===== src/rtl/stopwatch_pkg.sv =====
// Shared definitions for the minutes:seconds BCD stopwatch: state encoding,
// per-digit limits and the default one-second prescaler length.
package stopwatch_pkg;

    typedef enum logic [1:0] {
        ST_IDLE    = 2'd0,
        ST_RUNNING = 2'd1,
        ST_PAUSED  = 2'd2
    } sw_state_t;

    localparam int SEC_ONES_MAX = 9;
    localparam int SEC_TENS_MAX = 5;
    localparam int MIN_ONES_MAX = 9;
    localparam int MIN_TENS_MAX = 5;

    localparam int DEFAULT_TICK_CYCLES = 100_000_000;

    // Packs the four digits into the display word, most significant first.
    function automatic logic [15:0] pack_bcd(
        input logic [3:0] min_tens,
        input logic [3:0] min_ones,
        input logic [3:0] sec_tens,
        input logic [3:0] sec_ones
    );
        return {min_tens, min_ones, sec_tens, sec_ones};
    endfunction

endpackage


===== src/rtl/bcd_mod_counter.sv =====
// One BCD digit that counts 0..MAX; carry is combinational so a chain of
// these advances every affected digit on the same edge.
module bcd_mod_counter
    import stopwatch_pkg::*;
#(
    parameter int MAX = SEC_ONES_MAX
) (
    input  logic       clk,
    input  logic       reset,
    input  logic       inc,
    input  logic       clr,
    output logic [3:0] digit,
    output logic       carry
);

    localparam logic [3:0] MAX_DIGIT = 4'(MAX);

    assign carry = inc && (digit == MAX_DIGIT);

    always_ff @(posedge clk) begin
        if (reset || clr) begin
            digit <= 4'd0;
        end else if (inc) begin
            digit <= carry ? 4'd0 : digit + 4'd1;
        end
    end

endmodule


===== src/rtl/stopwatch_bcd_counter.sv =====
// MM:SS stopwatch producing a packed BCD display word from a one-second tick.
// Define STOPWATCH_LAP_HOLD_EN to enable the lap (display hold) feature.
module stopwatch_bcd_counter
    import stopwatch_pkg::*;
#(
    parameter int TICK_CYCLES = DEFAULT_TICK_CYCLES
) (
    input  logic        clk,
    input  logic        reset,
    input  logic        start_stop,
    input  logic        clear,
    input  logic        lap,
    output logic [15:0] number,
    output logic        running,
    output logic        wrap,
    output logic        lap_active
);

    localparam int PW = (TICK_CYCLES > 1) ? $clog2(TICK_CYCLES) : 1;
    localparam logic [PW-1:0] PRESC_LAST = PW'(TICK_CYCLES - 1);

    sw_state_t     state;
    sw_state_t     state_next;
    logic [PW-1:0] presc;
    logic [PW-1:0] presc_next;
    logic          tick;

    logic [3:0]    sec_ones;
    logic [3:0]    sec_tens;
    logic [3:0]    min_ones;
    logic [3:0]    min_tens;
    logic          carry_sec_ones;
    logic          carry_sec_tens;
    logic          carry_min_ones;
    logic          carry_min_tens;
    logic [15:0]   live_count;

    // A start_stop landing on the tick cycle pauses instead of counting, and
    // the prescaler parks at its last value so resume ticks immediately.
    always_comb begin
        state_next = state;
        presc_next = presc;
        tick       = 1'b0;
        if (clear) begin
            state_next = ST_IDLE;
            presc_next = '0;
        end else begin
            case (state)
                ST_IDLE: begin
                    presc_next = '0;
                    if (start_stop) begin
                        state_next = ST_RUNNING;
                    end
                end
                ST_RUNNING: begin
                    if (start_stop) begin
                        state_next = ST_PAUSED;
                    end
                    if (presc == PRESC_LAST) begin
                        if (!start_stop) begin
                            tick       = 1'b1;
                            presc_next = '0;
                        end
                    end else begin
                        presc_next = presc + PW'(1);
                    end
                end
                ST_PAUSED: begin
                    if (start_stop) begin
                        state_next = ST_RUNNING;
                    end
                end
                default: begin
                    state_next = ST_IDLE;
                    presc_next = '0;
                end
            endcase
        end
    end

    always_ff @(posedge clk) begin
        if (reset) begin
            state   <= ST_IDLE;
            presc   <= '0;
            running <= 1'b0;
            wrap    <= 1'b0;
        end else begin
            state   <= state_next;
            presc   <= presc_next;
            running <= (state_next == ST_RUNNING);
            wrap    <= carry_min_tens;
        end
    end

    bcd_mod_counter #(.MAX(SEC_ONES_MAX)) u_sec_ones (
        .clk   (clk),
        .reset (reset),
        .inc   (tick),
        .clr   (clear),
        .digit (sec_ones),
        .carry (carry_sec_ones)
    );

    bcd_mod_counter #(.MAX(SEC_TENS_MAX)) u_sec_tens (
        .clk   (clk),
        .reset (reset),
        .inc   (carry_sec_ones),
        .clr   (clear),
        .digit (sec_tens),
        .carry (carry_sec_tens)
    );

    bcd_mod_counter #(.MAX(MIN_ONES_MAX)) u_min_ones (
        .clk   (clk),
        .reset (reset),
        .inc   (carry_sec_tens),
        .clr   (clear),
        .digit (min_ones),
        .carry (carry_min_ones)
    );

    bcd_mod_counter #(.MAX(MIN_TENS_MAX)) u_min_tens (
        .clk   (clk),
        .reset (reset),
        .inc   (carry_min_ones),
        .clr   (clear),
        .digit (min_tens),
        .carry (carry_min_tens)
    );

    assign live_count = pack_bcd(min_tens, min_ones, sec_tens, sec_ones);

`ifdef STOPWATCH_LAP_HOLD_EN
    logic        hold_q;
    logic [15:0] hold_value;

    // The snapshot is the value on display in the lap cycle, even if a tick
    // advances the live count on that same edge.
    always_ff @(posedge clk) begin
        if (reset || clear) begin
            hold_q     <= 1'b0;
            hold_value <= 16'h0000;
        end else if (lap && (state != ST_IDLE)) begin
            hold_q <= !hold_q;
            if (!hold_q) begin
                hold_value <= live_count;
            end
        end
    end

    assign number     = hold_q ? hold_value : live_count;
    assign lap_active = hold_q;
`else
    logic unused_lap;

    assign unused_lap = lap;
    assign number     = live_count;
    assign lap_active = 1'b0;
`endif

endmodule


===== config.mk =====
export PLATFORM = sky130hd
export DESIGN_NAME = stopwatch_bcd_counter
export DESIGN_NICKNAME = d
export VERILOG_FILES = /design/src/rtl/stopwatch_pkg.sv /design/src/rtl/bcd_mod_counter.sv /design/src/rtl/stopwatch_bcd_counter.sv
export SDC_FILE = /design/constraint.sdc
export NUM_CORES = 1
export LEC_CHECK = 0
export CORE_UTILIZATION = 57
export DETAILED_ROUTE_END_ITERATION = 6
export HOLD_SLACK_MARGIN = 0.03
export PLACE_DENSITY = 0.83
export SYNTH_ARGS = -nofsm -noshare
export SYNTH_HDL_FRONTEND = slang
export SYNTH_SLANG_ARGS = --single-unit

===== constraint.sdc =====
create_clock -name clk -period 2.5 [get_ports clk]
set_input_delay 0.5 -clock clk [delete_from_list [all_inputs] [get_ports clk]]
set_output_delay 0.5 -clock clk [all_outputs]
set_load 0.01 [all_outputs]

==> results.yml <==
placement:
  hpwl_um: 3940
  portBuffers: 21
  place.gp.congestion: 0.841
  place_ws_ns: -0.247
clocking:
  cts_buffers: 5
  root_buffer: "clkbuf_8"
  clockBufferDepth: 2
  cts_sinks: 47
  clk_pin_slew_worst_paths_ns: 0.09
  tritoncts: "built"
  worst_skew_pair.late_latency_ns: 0.31
  hold_buffers: 0
  ctsHtreeMaxLevel: 2
yosys:
  syn-num-nets: 303
  yosys.area.top_type: "dfxtp_1"
  synthArstFlopShare: 0
  synth_common_cells: "47 x dfxtp_1, 29 x a21oi_1, 24 x nor2_1"
  syn_avg_cell_area_um2: 8.69
  synth-edff-count: 0
  synth_top_area_frac: 0.375
  netlist_area_um2: 2510
  synth.distinct_cells: 50
  netlist_instances: 289
  ys_warn_count: 0
  ys_top_cells_by_area: "dfxtp_1 37%, a21oi_1 5.8%, ha_1 4.5%"
  synth-seq-cells: 47
  synth_top_flop_cell: "dfxtp_1"
  seq_area_frac_synth: 0.375
  yosysMostFrequentCell: "dfxtp_1"
routing:
  vias_per_cell: 6.17
  vias: 2332
  wl_per_cell_um: 14.6
  wl_um: 5510
  first_iter_violations: 129
  final_antenna_net_count: 0
  drc: 0
  first_pass_iters: 4
grt:
  grt_max_degree: 25
  antenna_found_initial: 0
  grt.total_usage: 0.261
  grt_pass1_vias: 2016
  grt_pass1_wl_um: 9180
  gr-total-overflow: 0
floorplanning:
  die_w_um: 68.4
  die_area_um2: 4680
  die_h_um: 68.4
  core_area_um2: 4120
  ios: 24
  row_count: 23
  initial_utilization: 0.610
run:
  max_cap_violations: 0
sta:
  rsz0062_at_grt: "false"
  fin_ws_ns: 0.0815
  tns_ns: 0
  finalClockSkew_ns: 0.00627
  max_freq_mhz: 413
  hold_viol: 0
  period_needed_ns: 2.42
  period_share: 0.967
  maxSlewViolCount: 0
  setup_viol: 0
outcome:
  outcome: "finished clean"
critical_path:
  required_ns: 2.74
  worstSetupEndpointType: "flop"
  crit_type: "in2reg"
  critPathArrivalTime_ns: 2.66
  crit_fanout: 7
  cp-start-kind: "input port"
  r2r_cells: 8
finish:
  drive_gt1_frac: 0.137
  nFillCells: 325
  area_delta_synth_final_pct: 20.4
  layout.nets: 341
  antennaDiodeCount: 0
worst_hold_path:
  hold_class: "reg2reg"
  min_path_cells: 2
pwr:
  pwr_density_cell_nw_per_um2: 456
  peakVddDrop_mv: 0.284
  p_leak_nw: 0.948
==> critical path, stage by stage <==
cell and delay (ns):
clkdlybuf4s50_1 0.45, or4b_4 0.58, nor3_4 0.19, nand4_1 0.25
buf_6 0.21, or3_1 0.34, a21oi_1 0.14
==> registers in the layout, indices dropped and copies added, names as in the netlist <==
signal            flops
presc                27
u_min_ones.digit      4
u_min_tens.digit      4
u_sec_ones.digit      4
u_sec_tens.digit      4
state                 2
running               1
wrap                  1
==> path summary, 6_finish.rpt <==
check | slack [ns] | endpoint | start
worst min register to register | 0.49 | u_min_tens.digit[3]$_SDFFE_PP0N_ | u_min_tens.digit[3]$_SDFFE_PP0N_
worst max-delay path | 0.08 | u_min_ones.digit[3]$_SDFFE_PP0N_ | start_stop
worst max register to register | 0.29 | u_min_ones.digit[3]$_SDFFE_PP0N_ | presc[0]$_SDFFE_PP0P_
worst min-delay path | 0.49 | u_min_tens.digit[3]$_SDFFE_PP0N_ | u_min_tens.digit[3]$_SDFFE_PP0N_
==> kinds of logic (layout without fill, tap and decap cells) <==
kind of cell | after synthesis | count (layout) | synth area share
DFF | 47 | 47 | 0.375
buffers and inverters | 21 | 60 | 0.0404
and+or+nand+nor | 127 | 127 | 0.314
AOI/OAI and AO/OA | 72 | 72 | 0.179
adders and majority gates | 9 | 9 | 0.0448
muxes | 5 | 5 | 0.0209
xor gates and xnor gates | 7 | 7 | 0.0244
other | 1 | 1 | 0.00149
==> layer usage <==
metal / up-vias / track usage / share of wire
met5: - / 0 / 0
met4: 0 / 0.0964 / 0.012
met3: 7 / 0.0550 / 0.032
met2: 43 / 0.435 / 0.50
met1: 1118 / 0.328 / 0.46
li1: 1164 / - / -
==> stage by stage <==
| stage | power [W] | util | hold slack (ns) | cells | cell area (um2) |
|---|---|---|---|---|---|
| floorplan | 0.000793 | - | 0.433 | 289 | 2510 |
| global placement | 0.000814 | 0.700 | 0.460 | 368 | 2880 |
| detailed placement | 0.000814 | 0.700 | 0.482 | 368 | 2880 |
| CTS | 0.00139 | 0.728 | 0.495 | 376 | 3000 |
| global route | 0.00141 | 0.735 | 0.530 | 378 | 3020 |
| finish | 0.00138 | 0.735 | 0.492 | 378 | 3020 |
==> layout make-up <==
cell class | count | area (um2) | area share
clock buffers | 6 | 82.6 | 0.0273
clock inverters | 2 | 35.0 | 0.0116
inverters | 9 | 33.8 | 0.0112
multi-input cells | 221 | 1480 | 0.488
flip-flops and latches | 47 | 941 | 0.311
well taps | 50 | 62.6 | 0.0207
repair buffers | 43 | 392 | 0.130
==> cells in the final DEF, fill, tap and decap left out, drive strengths merged, types with 3 or more instances in the layout <==
master,synthesis,routed
nand2b,3,3
mux2i,3,3
a211oi,3,3
or4,14,14
xnor2,3,3
buf,7,22
dfxtp,47,47
nand4,16,16
inv,9,9
ha,9,9
o21ai,16,16
and2,4,4
nand2,14,14
and4,4,4
o31ai,13,13
xor2,4,4
clkbuf,5,6
nor4,4,4
and4b,3,3
nand3,13,13
nor2b,3,3
or3,11,11
clkdlybuf4s50,0,21
nor3,4,4
a21oi,29,29
nor2,24,24
==> what timing repair did <==
| item | in CTS | in global routing |
|---|---|---|
| resized for setup | 0 | 2 |
| endpoints found under the setup margin | 0 | 3 |
| setup buffers | 0 | 2 |
==> where the power goes <==
part | internal [W] | switching (W)
logic | 0.0000209 | 0.0000242
clock network | 0.000324 | 0.000259
registers | 0.000750 | 0.00000204
No activity file was read; power rests on OpenSTA's default activity.
